### src/rtl/alu_exec_unit.sv
// alu_exec_unit: execute-stage ALU with a valid/ready handshake on both sides.
// Logic, add/sub, compare and unknown ops finish in one cycle. Shifts run
// iteratively at SHIFT_STEP bits per cycle. The result is held until the
// consumer takes it.
// Optional feature: define ALU_EXEC_WORD_EN to enable the 32-bit (op_word)
// variants of ADD/SUB/SLL/SRL/SRA. When it is left undefined, op_word is
// ignored and every op is 64-bit.
module alu_exec_unit #(
  parameter int XLEN       = 64,
  parameter int SHIFT_STEP = 1
) (
  input  logic            clk,
  input  logic            rst_n,
  input  logic            in_valid,
  output logic            in_ready,
  input  logic [3:0]      alu_op,
  input  logic [XLEN-1:0] operand_a,
  input  logic [XLEN-1:0] operand_b,
  input  logic            op_word,
  output logic            out_valid,
  input  logic            out_ready,
  output logic [XLEN-1:0] result,
  output logic            zero
);

  localparam logic [3:0] OP_AND  = 4'b0000;
  localparam logic [3:0] OP_OR   = 4'b0001;
  localparam logic [3:0] OP_ADD  = 4'b0010;
  localparam logic [3:0] OP_SLT  = 4'b0011;
  localparam logic [3:0] OP_SUB  = 4'b0110;
  localparam logic [3:0] OP_SLT2 = 4'b0111;
  localparam logic [3:0] OP_SLL  = 4'b1000;
  localparam logic [3:0] OP_SRL  = 4'b1001;
  localparam logic [3:0] OP_SRA  = 4'b1010;
  localparam logic [3:0] OP_SLTU = 4'b1011;
  localparam logic [3:0] OP_XOR  = 4'b1100;

  localparam logic [6:0] STEP = 7'(SHIFT_STEP);

  typedef enum logic [1:0] {
    ST_IDLE,
    ST_SHIFT,
    ST_DONE
  } state_e;

  typedef enum logic [1:0] {
    SH_SLL,
    SH_SRL,
    SH_SRA
  } sh_kind_e;

  state_e          state_q, state_d;
  logic [XLEN-1:0] result_q, result_d;
  logic            zero_q, zero_d;
  logic            out_valid_q, out_valid_d;
  logic [XLEN-1:0] sh_val_q, sh_val_d;
  logic [6:0]      remaining_q, remaining_d;
  sh_kind_e        sh_kind_q, sh_kind_d;
  logic            sh_word_q, sh_word_d;
  logic            ready_en_q, ready_en_d;

  logic            word_mode;
  logic            accept;
  logic            is_shift;
  logic            use_word;
  logic [6:0]      shamt_in;
  logic [XLEN-1:0] add_res;
  logic [XLEN-1:0] sub_res;
  logic [XLEN-1:0] sh_init;
  sh_kind_e        sh_kind_in;
  logic [XLEN-1:0] issue_res;
  logic [6:0]      step;
  logic [6:0]      remaining_next;
  logic [XLEN-1:0] shifted;
  logic [XLEN-1:0] shift_final;

  // Sign-extend a 32-bit word result to the full datapath width.
  function automatic logic [XLEN-1:0] sext32(input logic [31:0] v);
    return {{(XLEN-32){v[31]}}, v};
  endfunction

`ifdef ALU_EXEC_WORD_EN
  assign word_mode = op_word;
`else
  assign word_mode = op_word & 1'b0;
`endif

  // in_ready stays low until the first clock after reset has been released.
  assign in_ready  = ready_en_q & ((state_q == ST_IDLE) | ((state_q == ST_DONE) & out_ready));
  assign accept    = in_valid & in_ready;
  assign out_valid = out_valid_q;
  assign result    = result_q;
  assign zero      = zero_q;

  // Decode the incoming op and evaluate every single-cycle result.
  always_comb begin
    is_shift   = (alu_op == OP_SLL) | (alu_op == OP_SRL) | (alu_op == OP_SRA);
    use_word   = word_mode & (is_shift | (alu_op == OP_ADD) | (alu_op == OP_SUB));
    shamt_in   = use_word ? {2'b00, operand_b[4:0]} : {1'b0, operand_b[5:0]};
    add_res    = operand_a + operand_b;
    sub_res    = operand_a - operand_b;
    sh_kind_in = SH_SRA;
    sh_init    = operand_a;
    if (alu_op == OP_SLL) begin
      sh_kind_in = SH_SLL;
    end else if (alu_op == OP_SRL) begin
      sh_kind_in = SH_SRL;
      if (use_word) begin
        sh_init = {{(XLEN-32){1'b0}}, operand_a[31:0]};
      end
    end else if (use_word) begin
      sh_init = sext32(operand_a[31:0]);
    end
    issue_res = '0;
    case (alu_op)
      OP_AND:          issue_res = operand_a & operand_b;
      OP_OR:           issue_res = operand_a | operand_b;
      OP_XOR:          issue_res = operand_a ^ operand_b;
      OP_ADD:          issue_res = use_word ? sext32(add_res[31:0]) : add_res;
      OP_SUB:          issue_res = use_word ? sext32(sub_res[31:0]) : sub_res;
      OP_SLT, OP_SLT2: issue_res = {{(XLEN-1){1'b0}}, ($signed(operand_a) < $signed(operand_b))};
      OP_SLTU:         issue_res = {{(XLEN-1){1'b0}}, (operand_a < operand_b)};
      OP_SLL, OP_SRL, OP_SRA:
                       issue_res = use_word ? sext32(sh_init[31:0]) : sh_init;
      default:         issue_res = '0;
    endcase
  end

  // One iteration of the shifter: move by at most STEP bits toward zero remaining.
  always_comb begin
    step           = (remaining_q < STEP) ? remaining_q : STEP;
    remaining_next = remaining_q - step;
    shifted        = sh_val_q;
    case (sh_kind_q)
      SH_SLL:  shifted = sh_val_q << step;
      SH_SRL:  shifted = sh_val_q >> step;
      default: shifted = $signed(sh_val_q) >>> step;
    endcase
    shift_final = sh_word_q ? sext32(shifted[31:0]) : shifted;
  end

  // Next-state logic; a new op is issued from IDLE or back-to-back out of DONE.
  always_comb begin
    state_d     = state_q;
    result_d    = result_q;
    zero_d      = zero_q;
    out_valid_d = out_valid_q;
    sh_val_d    = sh_val_q;
    remaining_d = remaining_q;
    sh_kind_d   = sh_kind_q;
    sh_word_d   = sh_word_q;
    ready_en_d  = 1'b1;
    case (state_q)
      ST_IDLE: begin
        out_valid_d = 1'b0;
      end
      ST_SHIFT: begin
        sh_val_d    = shifted;
        remaining_d = remaining_next;
        if (remaining_next == 7'd0) begin
          state_d     = ST_DONE;
          out_valid_d = 1'b1;
          result_d    = shift_final;
          zero_d      = (shift_final == '0);
        end
      end
      ST_DONE: begin
        if (out_ready) begin
          state_d     = ST_IDLE;
          out_valid_d = 1'b0;
        end
      end
      default: begin
        state_d     = ST_IDLE;
        out_valid_d = 1'b0;
      end
    endcase
    if (accept) begin
      if (is_shift && (shamt_in != 7'd0)) begin
        state_d     = ST_SHIFT;
        out_valid_d = 1'b0;
        sh_val_d    = sh_init;
        remaining_d = shamt_in;
        sh_kind_d   = sh_kind_in;
        sh_word_d   = use_word;
      end else begin
        state_d     = ST_DONE;
        out_valid_d = 1'b1;
        result_d    = issue_res;
        zero_d      = (issue_res == '0);
      end
    end
  end

  // State and output registers; reset discards any in-flight or held result.
  always_ff @(posedge clk) begin
    if (!rst_n) begin
      state_q     <= ST_IDLE;
      result_q    <= '0;
      zero_q      <= 1'b0;
      out_valid_q <= 1'b0;
      sh_val_q    <= '0;
      remaining_q <= 7'd0;
      sh_kind_q   <= SH_SLL;
      sh_word_q   <= 1'b0;
      ready_en_q  <= 1'b0;
    end else begin
      state_q     <= state_d;
      result_q    <= result_d;
      zero_q      <= zero_d;
      out_valid_q <= out_valid_d;
      sh_val_q    <= sh_val_d;
      remaining_q <= remaining_d;
      sh_kind_q   <= sh_kind_d;
      sh_word_q   <= sh_word_d;
      ready_en_q  <= ready_en_d;
    end
  end

endmodule
### config.mk
export PLATFORM = sky130hd
export DESIGN_NAME = alu_exec_unit
export DESIGN_NICKNAME = d
export VERILOG_FILES = /design/src/rtl/alu_exec_unit.sv
export SDC_FILE = /design/constraint.sdc
export NUM_CORES = 1
export LEC_CHECK = 0
export ABC_AREA = 1
export CORE_MARGIN = 1
export CORE_UTILIZATION = 40
export DETAILED_ROUTE_END_ITERATION = 7
export PLACE_DENSITY = 0.56
export SLEW_MARGIN = 20
export SYNTH_ARGS = -nofsm -noshare
export SYNTH_HDL_FRONTEND = slang
export SYNTH_SLANG_ARGS = --single-unit
### constraint.sdc
create_clock -name clk -period 3.1 [get_ports clk]
set_input_delay 0.62 -clock clk [delete_from_list [all_inputs] [get_ports clk]]
set_output_delay 0.62 -clock clk [all_outputs]
set_load 0.02 [all_outputs]
**Yosys cells after proc, flatten, opt, wreduce, memory -nomap -nowiden**

Index checks and enable logic that the tools add are counted.

- Add/subtract/negate cells: 3
- Order comparisons: 3
- Equal/unequal tests: 16
- Shift-type cells: 3
- Multiplexer cells: 30
- Bitwise gates (word level): 9
- Reductions and logical operators: 13

Operators with widths:

| cell | number |
|---|---|
| 64-bit case mux with 8 select lines | 1 |
| 64-bit 2-to-1 mux | 7 |
| 64-bit logical NOT | 2 |
| 64-bit less-than comparator | 2 |
| 64-bit case mux with 2 select lines | 1 |
| 64-bit adder | 1 |
| 64-bit bitwise AND | 1 |
| 64-bit bitwise OR | 1 |
| 64-bit by 7-bit left shift with 64-bit output | 1 |
| 64-bit by 7-bit >> shifter with 64-bit output | 1 |
| 64-bit by 7-bit >>> shifter with 64-bit output | 1 |
| 64-bit subtractor | 1 |
| 64-bit bitwise XOR | 1 |
| 7-bit 2-to-1 mux | 4 |
| 4-bit == test (second input constant) | 5 |
| 2-bit 2-to-1 mux | 6 |
| 1-bit 2-to-1 mux | 9 |
| 4-bit by 2-bit == test with 1-bit output (second input constant) | 2 |
| 4-bit by 3-bit == test with 1-bit output (second input constant) | 2 |
| 7-bit logical NOT | 1 |
| 7-bit by 1-bit less-than comparator with 1-bit output (second input constant) | 1 |
| 7-bit nonzero test | 1 |
| 7-bit subtractor | 1 |
| 3-bit != test (second input constant) | 2 |
| 15 further kinds | 22 |

- Register bits: 142
- Input bits: 137
- Output and inout bits: 67
- Logic and storage cells: 85

**Depth between registers and ports, before layout**

- Depth in word-level cells: 9
- Depth in mapped cells: 26
- Mapped depth without buffers: 25

**Worst setup path after synthesis**

OpenSTA, ideal clock, no wires.

- Kind: reg2reg
- From: register remaining_q[1]
- To: register result_q[42], in the netlist result[42]
- Setup time: 0.056 ns
- Arrival time: 2.746 ns
- Required time: 3.044 ns
- Slack: 0.298 ns
- Stages on the path, launching flop included: 20
- Buffers on the path: 2
- Clock period less this slack: 2.802 ns
- Cells stage by stage: dfxtp_1 inv_1 nand3_1 nor2_4 clkbuf_1 nor2_1 inv_1 ha_1 nor2_1 nand3_1 xor2_1 nor3_1 nand4_1 inv_1 nand2_1 inv_2 buf_2 nand2_1 a221o_1 inv_1

- Longest elaborated chain between the ends: 8
- Elaborated cells on any way between the ends: 12
- Classes of those cells: 1 x add/sub; 1 x order compare; 3 x shift; 6 x mux; 1 x reduce/logical

RTL lines:

| element | line | text |
|---|---|---|
| from (decl) | 57 | `logic [6:0] remaining_q, remaining_d;` |
| from (signal assigned) | 213 | `remaining_q <= remaining_d;` |
| 7-bit by 1-bit less-than comparator with 1-bit output | 131 | `step = (remaining_q < STEP) ? remaining_q : STEP;` |
| 7-bit 2-to-1 mux | 131 |  |
| 64-bit by 7-bit >>> shifter with 64-bit output (tied with other cells) | 137 | `default: shifted = $signed(sh_val_q) >>> step;` |
| 64-bit case mux with 2 select lines or 7-bit logical NOT (tied branches) | 134, 160 |  |
| 64-bit 2-to-1 mux * | 160 | `if (remaining_next == 7'd0) begin` |
| 64-bit 2-to-1 mux * | 153 | `case (state_q)` |
| 64-bit 2-to-1 mux | 179 | `if (is_shift && (shamt_in != 7'd0)) begin` |
| 64-bit 2-to-1 mux * | 178 | `if (accept) begin` |
| to (signal assigned) | 209 | `result_q <= result_d;` |
| to (decl) | 53 | `logic [XLEN-1:0] result_q, result_d;` |

Every way passes the cells marked *; elsewhere a longest branch is shown, timed or not.
A chain may end at the register's enable or synchronous reset.

**Worst setup path after layout**

- From: input alu_op[3]
- To: register zero_q, in the netlist zero

- Longest elaborated chain between the ends: 6
- Elaborated cells on any way between the ends: 20
- Classes of those cells: 10 x eq/ne; 3 x mux; 2 x bitwise; 5 x reduce/logical

RTL lines:

| element | line | text |
|---|---|---|
| from (decl) | 16 | `input logic [3:0] alu_op,` |
| 4-bit == test (tied with other cells) | 97, 115 |  |
| 3-bit OR reduction (tied with other cells) | 115 | `case (alu_op)` |
| 64-bit case mux with 8 select lines or 1-bit bitwise OR (tied branches) | 115, 97 |  |
| 64-bit logical NOT or 1-bit logical AND (tied branches) | 190, 179 |  |
| 1-bit 2-to-1 mux * | 179 |  |
| 1-bit 2-to-1 mux * | 178 |  |
| to (signal assigned) | 210 | `zero_q <= zero_d;` |
| to (decl) | 54 | `logic zero_q, zero_d;` |

Marks and branches as above.

==> summary.md <==
| Metric | Value |
|---|---|
| DIE HEIGHT | 244 um |
| Fillers | 5475 |
| Fmax | 324 MHz |
| RSZ-0062 raised after global routing | yes |
| GR peak layer | met2 |
| Maximum VDD drop | 0.497 mV |
| Synth Register Bits | 142 |
| Core area | 57700 um^2 |
| DP Worst Slack | -1.55 ns |
| Logic gate share of total power | 0.640 |
| Asr flop ratio synth | 0 |
| CTS Buffer Depth | 2 |
| Routed WL | 141000 um |
| # DRC | 0 |
| Synth unique cells | 49 |
| Gr usage total | 0.451 |
| Seq/Total Area, Yosys | 0.122 |
| Critical path endpoint category | flop |
| Drt first pass iters | 6 |
| Skew final | 0.0123 ns |
| Number of H-tree levels | 4 |
| Nets | 5967 |
| Row cnt | 88 |
| Outcome | finished, final reports clean |
| Slew of the pin with the lowest slew margin | 0.718 ns |
| GRT overflow | 0 |
| First-iteration detailed-routing DRC count | 3503 |
| Clock Latency Late Sink | 0.44 ns |
| Final hold violation count | 0 |
| Synth Warn # | 0 |
| Final WS setup | 0.0168 ns |
| Initial antenna violation count | 4 |
| Count of flip-flops with a built-in enable after synthesis | 0 |
| NetSw | 5.46 mW |
| Met3 global-route usage | 0.0635 |
| Input/output buffers | 202 |
| WS Path Type | in -> reg |
| Footprint of the multi-input gates | 20500 um^2 |
| Final setup viols | 0 |
| Avg Synthesized Cell Area | 5.31 um^2 |
| Vias in the first global route | 32000 |
| Ratio of total power to cell area | 304 nW/um^2 |
| Leakage | 20.9 nW |
| Detail Route Antenna Nets | 0 |
| First-pass GRT wire length | 200000 um |
| Worst Path Required | 3.47 ns |
| Clock share of power | 0.191 |
| HP Class | reg -> reg |
| Max-slew headroom | 0.521 |
| Sw Share | 0.455 |
| Routability cong. | 1.11 |
| Post-Syn Area | 23400 um^2 |
| Register area | 2850 um^2 |
| Avg WL per Cell | 22.0 um |
| Vias | 34600 |
| Sequential share of power | 0.169 |
| Final min period | 3.08 ns |
| Area Overhead vs Synth | 68.9% |
| Power, Total | 12.0 mW |
| Core Util, Final | 0.684 |
| Ports | 204 |
| Critical Path AT | 3.45 ns |
| Max-slew violation count | 0 |
| Pint | 6.53 mW |
| Max Cap Viol | 0 |
| Largest net degree at the start of global routing | 56 |
| Clk slew on worst S/H paths | 0.06 ns |
| GR Util met1 | 0.544 |
| Initial Util | 0.405 |
| Via/cell ratio | 5.39 |
| DP Wirelength | 113000 um |
| Critical path peak fanout | 7 |
| CTS tree | built |
| Clk root buf | clkbuf_16 |
| Hold_buf cts | 0 |
| TNS Setup | 0 ns |
| Die area | 59400 um^2 |
| Clock sink count | 142 |
| Crit start category | primary input |
| Syn_nets | 4738 |
| Final worst path period share | 0.995 |
| Share of post-route cells with drive strength above 1 | 0.409 |
| Met2 Use GR | 0.703 |
| Most used DFF post-synth | dfxtp_1 |
| Total CTS buffers | 17 |
| Syn Inst Count | 4403 |
| Die width | 244 um |
## registers in the layout (all words and copies together), names as in the netlist
| register | flops |
|---|---|
| state_q | 2 |
| sh_val_q | 64 |
| ready_en_q | 1 |
| result | 64 |
| zero | 1 |
| sh_kind_q | 2 |
| out_valid | 1 |
| remaining_q | 7 |
## cell usage in the layout (no fill, tap or decap), drive strengths merged, types with 7 or more instances in the layout
master	instances
nand3	293
o211ai	27
nand4	44
nor3	37
nand2	1414
clkbuf	58
clkdlybuf4s50	70
and2	8
a21oi	230
o22ai	104
dfxtp	142
dlygate4sd2	54
o21bai	21
a221oi	84
buf	1202
ha	196
nor2	475
clkdlybuf4s15	21
mux2i	7
o221ai	17
o21a	9
o21ai	187
inv	870
nor4	13
a31oi	11
## what timing repair did
item / 4_1_cts / 5_1_grt
gates resized for setup: 1019 / 578
cloned: 1 / 2
pin swaps: 216 / 243
buffers inserted: 109 / 74
setup endpoints to repair: 52 / 65
## stage by stage
step	hold slack, ns	instance area [um^2]	instances
floorplan	0.483	23400	4403
global route	0.486	39500	6410
finish	0.464	39500	6411
global placement	0.454	33300	6198
CTS	0.466	37500	6334
detailed placement	0.457	33300	6198
## per-layer routing
metal | vias to the layer above | share of wire
met5 | - | 0
met4 | 0 | 0.11
met3 | 520 | 0.085
met2 | 1951 | 0.42
met1 | 15700 | 0.38
li1 | 16400 | -
## cell families after synthesis
logic type / synth area share
DFF: 0.122
xor gates and xnor gates: 0.00187
buffers and inverters: 0.180
muxes: 0.00300
AOI/OAI and AO/OA: 0.184
adders and majority gates: 0.107
and+or+nand+nor: 0.404
## power groups by stage
stage | clock, mW | combinational (mW) | sequential, mW
after global placement | 0 | 6.11 | 2.06
final | 2.29 | 7.67 | 2.03
after CTS | 2.28 | 6.90 | 2.03
after global routing | 2.38 | 8.05 | 2.04
after floorplan | 0 | 2.84 | 2.13
after detailed placement | 0 | 6.12 | 2.06
## layout make-up
| class | count | area share |
|---|---|---|
| Timing Repair Buffer | 1388 | 0.284 |
| Sequential cell | 142 | 0.0721 |
| Multi-Input combinational cell | 3213 | 0.519 |
| Clock buffer | 18 | 0.0111 |
| Tap cell | 765 | 0.0242 |
| Antenna cell | 1 | 0.0000634 |
| Inverter | 870 | 0.0834 |
| Clock inverter | 14 | 0.00514 |
## critical path, stage by stage
cell and delay, ns:
clkdlybuf4s50_1 0.45, buf_4 0.17, inv_1 0.06, nor2_1 0.06, nand2_2 0.11, buf_6 0.19, buf_4 0.13, o22ai_1 0.08
a221oi_1 0.29, nand3_2 0.25, nor2_1 0.18, nand2_1 0.07, nor2_1 0.09, buf_4 0.12, nand3_4 0.09, nor2_4 0.21
nand3_4 0.12, a21oi_2 0.12
## Yosys cell counts (2+ instances only)
master | count | area, um^2
nand2_1 | 1396 | 5240
inv_1 | 856 | 3210
nor2_1 | 441 | 1660
nand3_1 | 281 | 1410
a21oi_1 | 230 | 1150
ha_1 | 196 | 2450
o21ai_0 | 181 | 906
dfxtp_1 | 142 | 2840
o22ai_1 | 104 | 651
a221oi_1 | 84 | 736
clkbuf_1 | 74 | 278
buf_2 | 45 | 225
nand4_1 | 44 | 275
nor3_1 | 36 | 180
nor2_2 | 30 | 188
o211ai_1 | 27 | 203
buf_4 | 21 | 158
o21bai_1 | 21 | 158
buf_1 | 20 | 75.1
nand2_2 | 18 | 113
buf_6 | 17 | 191
o221ai_1 | 16 | 140
nor4_1 | 13 | 81.3
nand3_2 | 12 | 120
a31oi_1 | 11 | 68.8
inv_2 | 10 | 37.5
o21a_1 | 9 | 67.6
and2_1 | 8 | 50.1
mux2i_1 | 7 | 70.1
a221o_1 | 6 | 60.1
a211oi_1 | 5 | 37.5
o21ai_1 | 5 | 25.0
xor2_1 | 5 | 43.8
and3_1 | 4 | 25.0
clkinv_1 | 4 | 15.0
nand3b_1 | 4 | 30.0
nor2_4 | 4 | 45.0
a22oi_1 | 3 | 22.5
a21boi_0 | 2 | 15.0
fa_1 | 2 | 40.0
## final timing paths
check            startpoint  slack (ns)          to  cells after the start
min              result[13]        0.46  result[13]                      2
max reg2reg  remaining_q[4]        0.05        zero                     15
min reg2reg      result[13]        0.46  result[13]                      2
max               alu_op[3]        0.02        zero                     18
(Power assumes the default switching activity.)
